## config.mk

```make
export PLATFORM = sky130hd
export DESIGN_NAME = dog_stream_tx
export DESIGN_NICKNAME = d
export VERILOG_FILES = /design/src/rtl/dog_pkg.sv /design/src/rtl/dog_sub_stage.sv /design/src/rtl/dog_stream_tx.sv
export SDC_FILE = /design/constraint.sdc
export NUM_CORES = 1
export LEC_CHECK = 0
export CORE_MARGIN = 4
export CORE_UTILIZATION = 48
export CTS_BUF_LIST = sky130_fd_sc_hd__clkbuf_8
export DETAILED_ROUTE_END_ITERATION = 12
export PLACE_DENSITY = 0.73
export SKIP_CTS_REPAIR_TIMING = 1
export SLEW_MARGIN = 30
export SYNTH_ARGS = -nofsm -noshare
export SYNTH_HDL_FRONTEND = slang
export SYNTH_SLANG_ARGS = --single-unit
```

## constraint.sdc

```tcl
create_clock -name clk -period 2.3 [get_ports clk]
set_clock_uncertainty 0.05 [all_clocks]
set_input_delay 0.23 -clock clk [delete_from_list [all_inputs] [get_ports clk]]
set_output_delay 0.23 -clock clk [all_outputs]
set_load 0.03 [all_outputs]
```

## src/rtl/dog_pkg.sv

```systemverilog
// Shared constants and state encoding for the DoG frame stream transmitter.
package dog_pkg;

  localparam int          N         = 450;
  localparam int          M         = 600;
  localparam int          PIX_W     = 8;
  localparam logic [15:0] OFFSET    = 16'h8000;
  localparam int          FRAME_PIX = N * M;

  typedef enum logic [1:0] {
    ST_IDLE      = 2'd0,
    ST_STREAM    = 2'd1,
    ST_DRAIN     = 2'd2,
    ST_WAIT_DONE = 2'd3
  } dog_state_e;

endpackage

```

## src/rtl/dog_sub_stage.sv

```systemverilog
// One DoG lane: registers a pixel pair, then registers (b - a) + OFFSET.
// Unsigned pixels are widened by one bit so the difference is exact in signed form.
module dog_sub_stage
  import dog_pkg::*;
#(
  parameter int          PIX_W  = dog_pkg::PIX_W,
  parameter logic [15:0] OFFSET = dog_pkg::OFFSET
) (
  input  logic             clk,
  input  logic             rst_n,
  input  logic             i_vld,
  input  logic [PIX_W-1:0] i_a,
  input  logic [PIX_W-1:0] i_b,
  output logic             o_vld_p1,
  output logic             o_vld_p2,
  output logic [15:0]      o_diff
);

  logic [PIX_W-1:0]        r_a_p1;
  logic [PIX_W-1:0]        r_b_p1;
  logic                    r_vld_p1;
  logic signed [PIX_W:0]   w_diff_p1;
  logic [15:0]             r_diff_p2;
  logic                    r_vld_p2;

  // Sign-extend the exact difference to 16 bits and bias it so unsigned order matches signed order.
  function automatic logic [15:0] bias_diff(input logic signed [PIX_W:0] d);
    logic signed [15:0] d_ext;
    d_ext = 16'(d);
    return d_ext + OFFSET;
  endfunction

  assign w_diff_p1 = $signed({1'b0, r_b_p1}) - $signed({1'b0, r_a_p1});

  // Stage 1: capture the operand pair when a pixel arrives.
  always_ff @(posedge clk or negedge rst_n) begin
    if (!rst_n) begin
      r_a_p1   <= '0;
      r_b_p1   <= '0;
      r_vld_p1 <= 1'b0;
    end else begin
      r_vld_p1 <= i_vld;
      if (i_vld) begin
        r_a_p1 <= i_a;
        r_b_p1 <= i_b;
      end
    end
  end

  // Stage 2: register the biased difference; the output holds while no new sample arrives.
  always_ff @(posedge clk or negedge rst_n) begin
    if (!rst_n) begin
      r_diff_p2 <= '0;
      r_vld_p2  <= 1'b0;
    end else begin
      r_vld_p2 <= r_vld_p1;
      if (r_vld_p1) begin
        r_diff_p2 <= bias_diff(w_diff_p1);
      end
    end
  end

  assign o_vld_p1 = r_vld_p1;
  assign o_vld_p2 = r_vld_p2;
  assign o_diff   = r_diff_p2;

endmodule

```

## src/rtl/dog_stream_tx.sv

```systemverilog
// DoG frame stream transmitter: four Gaussian planes in, three biased DoG planes out,
// exactly N*M samples per frame, next frame held off until the detector's done rises.
module dog_stream_tx
  import dog_pkg::*;
#(
  parameter int          N      = dog_pkg::N,
  parameter int          M      = dog_pkg::M,
  parameter int          PIX_W  = dog_pkg::PIX_W,
  parameter logic [15:0] OFFSET = dog_pkg::OFFSET
) (
  input  logic             clk,
  input  logic             rst_n,
  input  logic [PIX_W-1:0] g0,
  input  logic [PIX_W-1:0] g1,
  input  logic [PIX_W-1:0] g2,
  input  logic [PIX_W-1:0] g3,
  input  logic             in_valid,
  output logic             in_ready,
  output logic [15:0]      Diff1,
  output logic [15:0]      Diff2,
  output logic [15:0]      Diff3,
  output logic             data_valid,
  input  logic             rx_done,
  output logic             frame_sent,
  output logic             busy
);

  localparam int                FRAME_PIX = N * M;
  localparam int                CNT_W     = $clog2(FRAME_PIX + 1);
  localparam logic [CNT_W-1:0]  ONE_CNT   = CNT_W'(1);
  localparam logic [CNT_W-1:0]  LAST_CNT  = CNT_W'(FRAME_PIX - 1);
  localparam logic [CNT_W-1:0]  FULL_CNT  = CNT_W'(FRAME_PIX);

  dog_state_e        r_state;
  dog_state_e        w_state_nxt;
  logic [CNT_W-1:0]  r_pix_cnt;
  logic [CNT_W-1:0]  w_cnt_nxt;
  logic              r_in_ready;
  logic              w_ready_nxt;
  logic              r_rx_done_p0;
  logic              w_rx_rise;
  logic              w_accept;
  logic              w_last;
  logic              w_frame_sent;

  logic [PIX_W-1:0]  r_g0_p0;
  logic [PIX_W-1:0]  r_g1_p0;
  logic [PIX_W-1:0]  r_g2_p0;
  logic [PIX_W-1:0]  r_g3_p0;
  logic              r_vld_p0;
  logic [2:0]        w_vld_p1;
  logic [2:0]        w_vld_p2;

  assign w_accept  = in_valid && r_in_ready;
  assign w_rx_rise = rx_done && !r_rx_done_p0;
  // Nothing new enters during DRAIN, so an empty pipe behind the output marks the last sample.
  assign w_last    = (r_state == ST_DRAIN) && w_vld_p2[0] && !w_vld_p1[0] && !r_vld_p0;

  // Stage 0: capture the four planes on accept so the lanes see stable operands.
  always_ff @(posedge clk or negedge rst_n) begin
    if (!rst_n) begin
      r_g0_p0  <= '0;
      r_g1_p0  <= '0;
      r_g2_p0  <= '0;
      r_g3_p0  <= '0;
      r_vld_p0 <= 1'b0;
    end else begin
      r_vld_p0 <= w_accept;
      if (w_accept) begin
        r_g0_p0 <= g0;
        r_g1_p0 <= g1;
        r_g2_p0 <= g2;
        r_g3_p0 <= g3;
      end
    end
  end

  dog_sub_stage #(.PIX_W(PIX_W), .OFFSET(OFFSET)) u_diff1 (
    .clk(clk), .rst_n(rst_n), .i_vld(r_vld_p0), .i_a(r_g0_p0), .i_b(r_g1_p0),
    .o_vld_p1(w_vld_p1[0]), .o_vld_p2(w_vld_p2[0]), .o_diff(Diff1)
  );

  dog_sub_stage #(.PIX_W(PIX_W), .OFFSET(OFFSET)) u_diff2 (
    .clk(clk), .rst_n(rst_n), .i_vld(r_vld_p0), .i_a(r_g1_p0), .i_b(r_g2_p0),
    .o_vld_p1(w_vld_p1[1]), .o_vld_p2(w_vld_p2[1]), .o_diff(Diff2)
  );

  dog_sub_stage #(.PIX_W(PIX_W), .OFFSET(OFFSET)) u_diff3 (
    .clk(clk), .rst_n(rst_n), .i_vld(r_vld_p0), .i_a(r_g2_p0), .i_b(r_g3_p0),
    .o_vld_p1(w_vld_p1[2]), .o_vld_p2(w_vld_p2[2]), .o_diff(Diff3)
  );

  // The three lanes share one valid pipe; they must never disagree.
  a_lanes_lockstep: assert property (@(posedge clk) disable iff (!rst_n)
    ((&w_vld_p1) == (|w_vld_p1)) && ((&w_vld_p2) == (|w_vld_p2)));

  // Next-state, counter and ready logic for the frame sequencer.
  always_comb begin
    w_state_nxt  = r_state;
    w_cnt_nxt    = r_pix_cnt;
    w_frame_sent = 1'b0;
    w_ready_nxt  = 1'b0;
    case (r_state)
      ST_IDLE: begin
        if (w_accept) begin
          w_cnt_nxt   = ONE_CNT;
          w_state_nxt = (ONE_CNT == FULL_CNT) ? ST_DRAIN : ST_STREAM;
        end
      end
      ST_STREAM: begin
        if (w_accept) begin
          w_cnt_nxt = r_pix_cnt + ONE_CNT;
          if (r_pix_cnt == LAST_CNT) begin
            w_state_nxt = ST_DRAIN;
          end
        end
      end
      ST_DRAIN: begin
        if (w_last) begin
          w_frame_sent = 1'b1;
          w_state_nxt  = ST_WAIT_DONE;
        end
      end
      ST_WAIT_DONE: begin
        if (w_rx_rise) begin
          w_state_nxt = ST_IDLE;
          w_cnt_nxt   = '0;
        end
      end
      default: begin
        w_state_nxt = ST_IDLE;
        w_cnt_nxt   = '0;
      end
    endcase
    case (w_state_nxt)
      ST_IDLE:   w_ready_nxt = 1'b1;
      ST_STREAM: w_ready_nxt = (w_cnt_nxt < FULL_CNT);
      default:   w_ready_nxt = 1'b0;
    endcase
  end

  // Sequencer state, pixel count, registered ready and rx_done edge register.
  always_ff @(posedge clk or negedge rst_n) begin
    if (!rst_n) begin
      r_state      <= ST_IDLE;
      r_pix_cnt    <= '0;
      r_in_ready   <= 1'b0;
      r_rx_done_p0 <= 1'b0;
    end else begin
      r_state      <= w_state_nxt;
      r_pix_cnt    <= w_cnt_nxt;
      r_in_ready   <= w_ready_nxt;
      r_rx_done_p0 <= rx_done;
    end
  end

  assign in_ready   = r_in_ready;
  assign data_valid = w_vld_p2[0];
  assign frame_sent = w_frame_sent;
  assign busy       = (r_state != ST_IDLE);

endmodule

```

## Word level (Yosys, flattened, before mapping)

Index checks and enable logic that the tools add are counted.
W data, S select, Z words.

- Bits in registers: 138
- Latch bits: 0
- Memory bits (writable): 0
- ROM bits: 0
- Bits of input ports: 36
- Output and inout bits: 52
- Word-level logic and storage cells: 55
- Memories: 0

- $add $sub $neg: 7
- Multiply operators: 0
- Divide/modulo/power cells: 0
- $lt $le $gt $ge: 1
- Equality and inequality tests: 5
- Shift operators: 0
- Multiplexer cells: 13
- Bitwise logic cells: 0
- Reductions and logical operators: 11

Operators by type and width:

| kind | count |
|---|---|
| $mux W19 | 3 |
| $pmux W19 S3 | 1 |
| $add A16 B16 Y16 const B | 3 |
| $sub A8 B8 Y9 | 3 |
| $add A19 B1 Y19 const B | 1 |
| $eq A19 B19 Y1 const B | 1 |
| $lt A19 B19 Y1 const B | 1 |
| $mux W2 | 5 |
| $pmux W2 S4 | 1 |
| $logic_and A1 B1 Y1 | 5 |
| $eq A2 B1 Y1 const B | 2 |
| $eq A2 B2 Y1 const B | 2 |
| $logic_not A2 Y1 | 2 |
| $logic_not A1 Y1 | 3 |
| $mux W1 | 2 |
| $pmux W1 S2 | 1 |
| $reduce_bool A2 Y1 | 1 |

## Longest topological paths before layout

Gate-level depths: netlist (run 1).

- Depth in word-level cells: 8
- Gate-level depth with buffers: 10
- Gate-level depth less buffers: 10

## By module

A second synthesis (run 1) with hierarchy kept.

- Cells, all modules: 633
- Area total of the unflattened synthesis: 6,996.7 µm²

Modules (own cells, without submodules):

| module | instances | cells each | area an instance (µm²) | seq. area each (µm²) |
|---|---|---|---|---|
| dog_sub_stage | 3 | 136 | 1,435.1 | 700.7 |
| dog_stream_tx | 1 | 225 | 2,691.3 | 1,401.3 |

## Worst setup path after synthesis (run 1)

OpenSTA, ideal clock, no wires.

- Path kind: flip-flop to flip-flop
- Start point: reg u_diff1.r_b_p1[1] (netlist name)
- End point: reg u_diff2.r_diff_p2[7] (netlist: u_diff2.o_diff[7])
- Setup time: 0.120 ns
- Data arrival time: 1.937 ns
- Data required time: 2.130 ns
- Path slack: 0.193 ns
- Stages on the path, launching flop included: 10
- Buffers on the path: 0
- Period minus slack after synthesis: 2.107 ns
- Cell sequence: dfrtp_1 -> inv_1 -> ha_1 -> nor2b_1 -> o21ai_0 -> a21boi_1 -> o21ai_0 -> a211oi_1 -> or3_1 -> a31o_2

RTL lines:

| what | RTL line | source |
|---|---|---|
| to (signal assigned) | dog_sub_stage.sv:58 | `r_diff_p2 <= bias_diff(w_diff_p1);` |
| to (decl) | dog_sub_stage.sv:23 | `logic [15:0] r_diff_p2;` |

## Final worst setup path (run 1)

- Start point: reg u_diff1.r_b_p1[0]
- End point: reg u_diff1.r_diff_p2[15] (netlist: u_diff1.o_diff[15])

- Longest elaborated chain between the ends: 2

RTL lines:

| what | RTL line | source |
|---|---|---|
| from (decl) | dog_sub_stage.sv:20 | `logic [PIX_W-1:0] r_b_p1;` |
| from (signal assigned) | dog_sub_stage.sv:45 | `r_b_p1 <= i_b;` |
| $sub A8 B8 Y9 | dog_sub_stage.sv:33 | `assign w_diff_p1 = $signed({1'b0, r_b_p1}) - $signed({1'b0, r_a_p1});` |
| $add A16 B16 Y16 | dog_sub_stage.sv:30 | `return d_ext + OFFSET;` |
| to (signal assigned) | dog_sub_stage.sv:58 |  |
| to (decl) | dog_sub_stage.sv:23 |  |

No other way between the ends.
A chain may end at the register's enable or synchronous reset.

==> reports/results.md, run 1 <==
| Group | Parameter | This run |
|---|---|---|
| synthesis | Area fraction of the dominant cell type after synthesis | 50.8% |
| global routing | Final global-route overflow total | 0 |
| global routing | Wire length of the first global-routing pass | 22800 um |
| synthesis | Number of flops mapped to enable cells by yosys | 0 |
| sta | Actual transition at the worst max-transition pin | 0.684 ns |
| synthesis | Post-synthesis share of cell area spent on and, or, nand and nor gates | 17.8% |
| clocking | TritonCTS buffer count | 17 |
| synthesis | Synthesized-area fraction occupied by ao, oa, aoi and oai cells | 13.4% |
| synthesis | Net count of the mapped netlist | 678 |
| synthesis | Share of the yosys chip area belonging to registers | 50.8% |
| die | Overall die width | 119 um |
| clocking | CTS tree | built |
| detailed routing | Remaining number of nets flagged by the antenna check after routing | 0 |
| sta | Total count of max-transition violations in the final report | 0 |
| synthesis | Flops & latches, synth | 120 |
| detailed routing | Total detailed-routing wirelength | 13400 um |
| flow run | MaxCap Viol Count | 0 |
| global routing | Met3 Resource Use GR | 4.84% |
| global routing | Initial antenna violation count | 0 |
| die | Die height | 119 um |
| synthesis | Synthesis Warnings | 0 |
| synthesis | Ranking of synthesized cells by area | sky130_fd_sc_hd__dfrtp_1 51%, sky130_fd_sc_hd__nand2_1 9.3%, sky130_fd_sc_hd__ha_1 5.3% |
| sta | Highest Clock Rate | 453 MHz |
| global routing | Vias in the first global route | 4792 |
| clocking | Clock root buffer | sky130_fd_sc_hd__clkbuf_8 |
| critical path | Required arrival time at the worst endpoint | 2.58 ns |
| global routing | Maximum number of pins on one net before global-route repair | 59 |
| detailed routing | Drt via density | 5.24 |
| synthesis | Multiplexer share of the synthesized area | 3.62% |
| placed design | Placed wire-length estimate after detailed placement | 9600 um |
| clocking | Worst-Skew Late Latency | 0.43 ns |
| critical path | Worst setup path class | flop to flop |
| worst hold path | Type of the worst min-delay path | primary input to flop |
| detailed routing | Drt initial violations | 310 |
| critical path | Crit. End Element | flop |
| synthesis | Cell type with the highest aggregate area in the netlist | sky130_fd_sc_hd__dfrtp_1 |
| power | Highest ir drop seen on vdd | 0.567 mV |
| clocking | Number of buffers on the longest clock path | 2 |
| die | Initial core utilization | 49.1% |
| status | Run status | completed |
| sta | Final setup violation count | 0 |
| detailed routing | Detailed-route DRC error count | 0 |
| placed design | I/O Buffers | 87 |
| global routing | Overall Global Routing Usage | 19.9% |
| global routing | Global route hottest layer | met2 |
| sta | Final critical-path required period | 2.21 ns |
| synthesis | Cell area after synthesis | 0.00592 mm^2 |
| synthesis | Post-Synthesis Cells | 614 |
| detailed routing | Length of the first detailed-routing pass in iterations | 4 |
| sta | Final Hold Fails | 0 |
| die | Core outline area | 0.0121 mm^2 |
| synthesis | Share of synthesized registers carrying an async set or reset | 100% |
| critical path | Cell type of the slowest stage on the worst timing path | sky130_fd_sc_hd__dfrtp_1 |
| critical path | Crit Path Max Fanout | 2 |
| finish | Filler cell count | 1041 |
| critical path | Cell chain of the critical path | inv_1 > ha_2 > fa_2 > nor2b_1 > o21ai_0 > nand2b_1 > a21o_1 > a21o_1 > a211o_1 > o221a_2 |
| detailed routing | Via count | 4646 |
| synthesis | Post-synthesis share of cell area spent on full adders, half adders and majority gates | 6.30% |
| synthesis | Combinational family with the most area after synthesis | simple AND/OR/NAND/NOR gates |
| power | Pwr Density | 962 mW/mm^2 |
| synthesis | Most used flip-flop cell after synthesis | sky130_fd_sc_hd__dfrtp_1 |
| sta | Max transition margin | 54.3% |
| detailed routing | Detail-routed net length per standard cell | 15.1 um |
| clocking | Number of levels in the clock H-tree | 4 |
| synthesis | Number of distinct library cell variants in the gate-level netlist after synthesis | 56 |
| die | # IOs | 88 |
| critical path | Crit start category | flop |
| synthesis | Post-Synthesis Mean Instance Area | 9.64 um^2 |
| power | Leakage power of the design | 3.46 nW |
| finish | Count of antenna diodes in the layout | 0 |
| finish | Final Core Density | 62.0% |
| placed design | Final weighted congestion in routability-driven placement | 0.896 |
| finish | Layout net count | 770 |
| die | Area of the die | 0.0142 mm^2 |
| clocking | Number of clock sinks | 120 |
| finish | Synth-to-Final Area Change | 26.5% |
| critical path | Arrival time worst endpoint | 2.49 ns |
| finish | Fraction of final layout cells sized beyond drive strength 1 | 14.0% |
| global routing | Grt met1 use | 26.6% |
| clocking | Clock transition at path regs | 0.07 ns |
| global routing | Met2 track demand over resource in global routing | 32.1% |
| synthesis | Xor/xnor cell area share of the yosys netlist | 1.78% |
| sta | Fin crit share | 96.1% |
| critical path | Delay of the slowest critical-path stage | 0.39 ns |
| critical path | Most used cell, CP | sky130_fd_sc_hd__a21o_1 |
| power | Total power | 0.00720 W |
| die | Row Count | 40 |
-- critical path, delay by kind of cell (launching register included) --
kind | cells | cell delay (ns)
adder cells (fa/ha/maj) | 2 | 0.43
flip-flops | 1 | 0.39
buffers and inverters | 1 | 0.09
AND/OR/NAND/NOR | 2 | 0.15
AO/OA/AOI/OAI | 5 | 1.01
-- placed cells by master, fill, tap and decap left out, drive strengths merged, types with 4 or more instances in the layout --
cell / count
a21o: 6
a21oi: 12
nand4: 7
dfrtp: 120
clkdlybuf4s50: 85
inv: 38
xnor2: 6
a31o: 4
nor3: 6
nor2b: 13
nand3: 8
a31oi: 7
buf: 30
clkinv: 6
xor2: 6
o31ai: 7
a211oi: 4
ha: 25
mux2: 19
clkbuf: 23
a21boi: 4
o21ai: 68
nand2: 146
nor4: 4
nor2: 21
nand2b: 8
-- cells by family after synthesis --
| logic type | count (synthesis) |
|---|---|
| AO/OA/AOI/OAI | 129 |
| buffers and inverters | 81 |
| multiplexers | 19 |
| XOR/XNOR | 12 |
| AND/OR/NAND/NOR | 225 |
| flip-flops | 120 |
| adder cells (fa/ha/maj) | 28 |
-- metal layers --
metal	up-vias	part of all wire, %
met5	-	0
met4	0	1.1
met3	14	4.5
met2	110	49
met1	2267	46
li1	2255	-
-- where the power goes --
part / switching [W] / internal (W)
Sequential: 0.000302 / 0.00247
Combinational: 0.00131 / 0.00107
Clock: 0.000810 / 0.00123
-- sequential cells by signal, indices dropped and copies added, names as in the netlist, 2 cells and up --
name,cells
u_diff3.r_a_p1,8
u_diff1.r_b_p1,8
r_state,2
r_g3_p0,8
u_diff3.o_diff,10
r_g0_p0,8
u_diff3.r_b_p1,8
r_pix_cnt,19
u_diff1.o_diff,10
r_g1_p0,8
u_diff2.o_diff,10
u_diff1.r_a_p1,8
r_g2_p0,8
-- final timing paths --
check                                              start  slack (ns)                             end  cells after the start
min in group asynchronous                          rst_n        0.30          r_g0_p0[7]$_DFFE_PN0P_                      2
min                                              rx_done        0.25          r_rx_done_p0$_DFF_PN0_                      1
max in group asynchronous                          rst_n        1.26         r_pix_cnt[13]$_DFF_PN0_                      3
max reg2reg                u_diff1.r_b_p1[0]$_DFFE_PN0P_        0.09  u_diff1.o_diff[15]$_DFFE_PN0P_                     10
max                        u_diff1.r_b_p1[0]$_DFFE_PN0P_        0.09  u_diff1.o_diff[15]$_DFFE_PN0P_                     10
min reg2reg                       r_g3_p0[4]$_DFFE_PN0P_        0.43          r_g3_p0[4]$_DFFE_PN0P_                      2
-- synth_stat cells (7+ instances only) --
cell type,n
sky130_fd_sc_hd__a21oi_1,12
sky130_fd_sc_hd__nor2b_1,13
sky130_fd_sc_hd__ha_1,25
sky130_fd_sc_hd__o31ai_1,7
sky130_fd_sc_hd__dfrtp_1,120
sky130_fd_sc_hd__clkbuf_1,20
sky130_fd_sc_hd__nand3_1,7
sky130_fd_sc_hd__a31oi_1,7
sky130_fd_sc_hd__buf_4,18
sky130_fd_sc_hd__o21ai_0,61
sky130_fd_sc_hd__inv_1,37
sky130_fd_sc_hd__mux2_2,19
sky130_fd_sc_hd__nor2_1,21
sky130_fd_sc_hd__nand2b_1,8
sky130_fd_sc_hd__nand2_1,146
-- stage by stage --
stage          hold slack, ns  setup TNS, ns  std cells  instance area, um^2  worst slack (ns)
2_1_floorplan          -0.116              0        614                 5920             0.193
3_3_place_gp            0.223        -0.0502        851                 6970           -0.0502
3_5_place_dp            0.226        -0.0619        851                 6970           -0.0619
4_1_cts                -0.239        -0.0634        883                 7410           -0.0494
5_1_grt                 0.232      -0.000514        887                 7480         -0.000514
6_report                0.247              0        887                 7480            0.0905
-- final cells by class --
type	instances	area [um^2]	share of cell area [%]
Clock buffer	23	317	4.23
Timing Repair Buffer	116	1110	14.8
Inverter	38	143	1.91
Sequential cell	120	3000	40.1
Multi-Input combinational cell	413	2580	34.5
Tap cell	168	210	2.81
Clock inverter	9	119	1.59
Note: power is estimated with default switching activity, not from simulation.
==> run 2: changes to the inputs <==
--- a/config.mk
+++ b/config.mk
@@ -5,11 +5,10 @@
 export SDC_FILE = /design/constraint.sdc
 export NUM_CORES = 1
 export LEC_CHECK = 0
-export CORE_MARGIN = 4
-export CORE_UTILIZATION = 48
+export CORE_UTILIZATION = 56
 export CTS_BUF_LIST = sky130_fd_sc_hd__clkbuf_8
 export DETAILED_ROUTE_END_ITERATION = 12
-export PLACE_DENSITY = 0.73
+export PLACE_DENSITY = 0.83
 export SKIP_CTS_REPAIR_TIMING = 1
 export SLEW_MARGIN = 30
 export SYNTH_ARGS = -nofsm -noshare
==> reports/results.md, run 2 (synthesized netlist as in run 1, its figures left out) <==
| Group | Parameter | This run |
|---|---|---|
| status | Run status | completed |
| flow run | MaxCap Viol Count | 0 |
| placed design | I/O Buffers | 87 |
| detailed routing | Met1 layer wirelength in the final routing | 6310 um |
| finish | Final Core Density | 72.1% |
| critical path | Most used cell, CP | sky130_fd_sc_hd__a21o_1 |
| critical path | Cell chain of the critical path | inv_1 > ha_2 > fa_2 > nor2b_1 > o21ai_0 > nand2b_1 > a21o_1 > a21o_1 > xor2_1 > mux2_2 |
| power | Highest ir drop seen on vdd | 0.520 mV |
| clocking | Clock transition at path regs | 0.08 ns |
| die | # IOs | 88 |
| die | Die height | 105 um |
| finish | Most common cell after layout, fill and taps aside | sky130_fd_sc_hd__nand2_1 |
| power | Net switching fraction of the power | 34.6% |
| detailed routing | Uppermost metal layer occupied by signal nets | met4 |
| sta | Final critical-path required period | 2.24 ns |
| placed design | Placed wire-length estimate after detailed placement | 9570 um |
| finish | Layout net count | 765 |
| critical path | Required arrival time at the worst endpoint | 2.57 ns |
| critical path | Crit. End Element | flop |
| clocking | Number of clock sinks | 120 |
| critical path | Crit Path Max Fanout | 2 |
| die | Overall die width | 105 um |
| critical path | Cell type of the slowest stage on the worst timing path | sky130_fd_sc_hd__dfrtp_1 |
| finish | Count of antenna diodes in the layout | 0 |
| global routing | Vias in the first global route | 4871 |
| power | Sequential Power Share | 38.0% |
| power | Int Power | 0.00479 W |
| critical path | Worst setup path class | flop to flop |
| clocking | Number of buffers on the longest clock path | 2 |
| finish | Number of flip-flops under the largest register name | 19 |
| sta | Setup repair after global routing missed its margin | yes |
| critical path | Delay of the slowest critical-path stage | 0.38 ns |
| global routing | Maximum number of pins on one net before global-route repair | 59 |
| clocking | TritonCTS buffer count | 17 |
| placed design | Area post-placement | 0.00689 mm^2 |
| detailed routing | Drt via density | 5.66 |
| detailed routing | Detailed-route DRC error count | 0 |
| finish | Area used by multi-input combinational logic | 0.00258 mm^2 |
| sta | Highest Clock Rate | 446 MHz |
| finish | Commonest cells after routing, fill and taps aside | 146 x sky130_fd_sc_hd__nand2_1, 120 x sky130_fd_sc_hd__dfrtp_1, 85 x sky130_fd_sc_hd__clkdlybuf4s50_1 |
| critical path | Category of cells accounting for the largest share of critical-path delay | compound AO/OA/AOI/OAI gates |
| power | Pwr Density | 988 mW/mm^2 |
| sta | Max transition margin | 50.3% |
| sta | Final setup violation count | 0 |
| clocking | Clock root buffer | sky130_fd_sc_hd__clkbuf_8 |
| global routing | Wire length of the first global-routing pass | 24100 um |
| placed design | Number of cells after detailed placement | 815 |
| sta | Final Hold Fails | 0 |
| detailed routing | Met2 WL post-DR | 7030 um |
| sta | Fin crit share | 97.6% |
| die | Area of the die | 0.0110 mm^2 |
| detailed routing | Length of the first detailed-routing pass in iterations | 4 |
| global routing | Overall Global Routing Usage | 28.2% |
| sta | Setup WS post-layout | 0.0555 ns |
| critical path | Arrival time worst endpoint | 2.52 ns |
| finish | Fraction of final layout cells sized beyond drive strength 1 | 14.0% |
| power | Logic pwr share | 32.7% |
| placed design | Placement-stage worst setup slack | -0.165 ns |
| die | Initial core utilization | 57.6% |
| die | Row Count | 37 |
| placed design | Final weighted congestion in routability-driven placement | 0.893 |
| finish | Total non-filler cell area in the finished layout | 0.00741 mm^2 |
| sta | Total count of max-transition violations in the final report | 0 |
| finish | Most flop-heavy register | r_pix_cnt |
| detailed routing | Total detailed-routing wirelength | 14200 um |
| sta | Actual transition at the worst max-transition pin | 0.745 ns |
| power | Leakage power of the design | 3.41 nW |
| detailed routing | Drt initial violations | 240 |
| critical path | Crit start category | flop |
| clocking | Number of levels in the clock H-tree | 4 |
| finish | Filler cell count | 739 |
| clocking | Worst-Skew Late Latency | 0.43 ns |
| finish | Filler-free cell count of the finished design | 850 |
| worst hold path | Type of the worst min-delay path | primary input to flop |
| finish | Synth-to-Final Area Change | 25.3% |
| power | Part of the power in the clock network | 29.3% |
| sta | Fin Hold WS | 0.272 ns |
| clocking | CTS tree | built |
| detailed routing | Remaining number of nets flagged by the antenna check after routing | 0 |
| detailed routing | Detail-routed net length per standard cell | 16.7 um |
| power | Net Switching | 0.00254 W |
| detailed routing | Via count | 4807 |
| critical path | Buffers plus inverters on the worst setup path | 1 |
| detailed routing | Met3 layer wire length in the routed design | 638 um |
| global routing | Final global-route overflow total | 0 |
| global routing | Initial antenna violation count | 0 |
| die | Core outline area | 0.0103 mm^2 |
| finish | Register cell area after layout | 0.00300 mm^2 |
## run 2: changes by cell type in the layout (fill, tap and decap cells not counted), sizes merged
| cell | delta |
|---|---|
| buf | -5 |
| clkinvlp | +3 |
| clkbuf | -4 |
| bufinv | +1 |
## run 2: layer usage
metal,global-route usage (%),up-vias
met4,9.76,0
met2,47.1,163
met1,36.7,2370
li1,-,2247
met3,5.68,27
met5,0,-
## run 2: cell type report
type	count	share of cell area, %
Timing Repair Buffer	111	14.3
Clock inverter	13	2.63
Inverter	38	1.92
Sequential cell	120	40.5
Clock buffer	19	3.53
Tap cell	136	2.30
Multi-Input combinational cell	413	34.8
## run 2: power groups by stage
| stage | sequential (W) | combinational, W | clock [W] |
|---|---|---|---|
| 5_1_grt | 0.00282 | 0.00258 | 0.00227 |
| 3_3_place_gp | 0.00279 | 0.00226 | 0 |
| 3_5_place_dp | 0.00281 | 0.00233 | 0 |
| 2_1_floorplan | 0.00312 | 0.00117 | 0 |
| 6_report | 0.00278 | 0.00239 | 0.00215 |
| 4_1_cts | 0.00278 | 0.00236 | 0.00216 |
## run 2: worst register-to-register path, stage by stage, from the launching register on
cell and delay (ns):
sky130_fd_sc_hd__dfrtp_1 0.38, sky130_fd_sc_hd__inv_1 0.08, sky130_fd_sc_hd__ha_2 0.21, sky130_fd_sc_hd__fa_2 0.21, sky130_fd_sc_hd__nor2b_1 0.05, sky130_fd_sc_hd__o21ai_0 0.19, sky130_fd_sc_hd__nand2b_1 0.13, sky130_fd_sc_hd__a21o_1 0.21
sky130_fd_sc_hd__a21o_1 0.22, sky130_fd_sc_hd__xor2_1 0.16, sky130_fd_sc_hd__mux2_2 0.26
## run 2: stage by stage
step	power, W	setup TNS, ns
final	0.00732	0
after CTS	0.00730	-0.410
after detailed placement	0.00514	-0.288
after floorplan	0.00430	0
after global placement	0.00506	-0.0287
after global routing	0.00767	-0.0626
## run 2: path summary, 6_finish.rpt
kind,cells after the start,start,end,slack (ns)
setup / recovery,10,u_diff3.r_b_p1[0]$_DFFE_PN0P_,u_diff3.o_diff[6]$_DFFE_PN0P_,0.06
hold / removal,3,g3[4],r_g3_p0[4]$_DFFE_PN0P_,0.27
setup reg to reg,10,u_diff3.r_b_p1[0]$_DFFE_PN0P_,u_diff3.o_diff[6]$_DFFE_PN0P_,0.06
hold reg to reg,2,r_g3_p0[6]$_DFFE_PN0P_,r_g3_p0[6]$_DFFE_PN0P_,0.42
max in group asynchronous,3,rst_n,u_diff1.r_b_p1[6]$_DFFE_PN0P_,1.11
min in group asynchronous,2,rst_n,r_g0_p0[3]$_DFFE_PN0P_,0.28
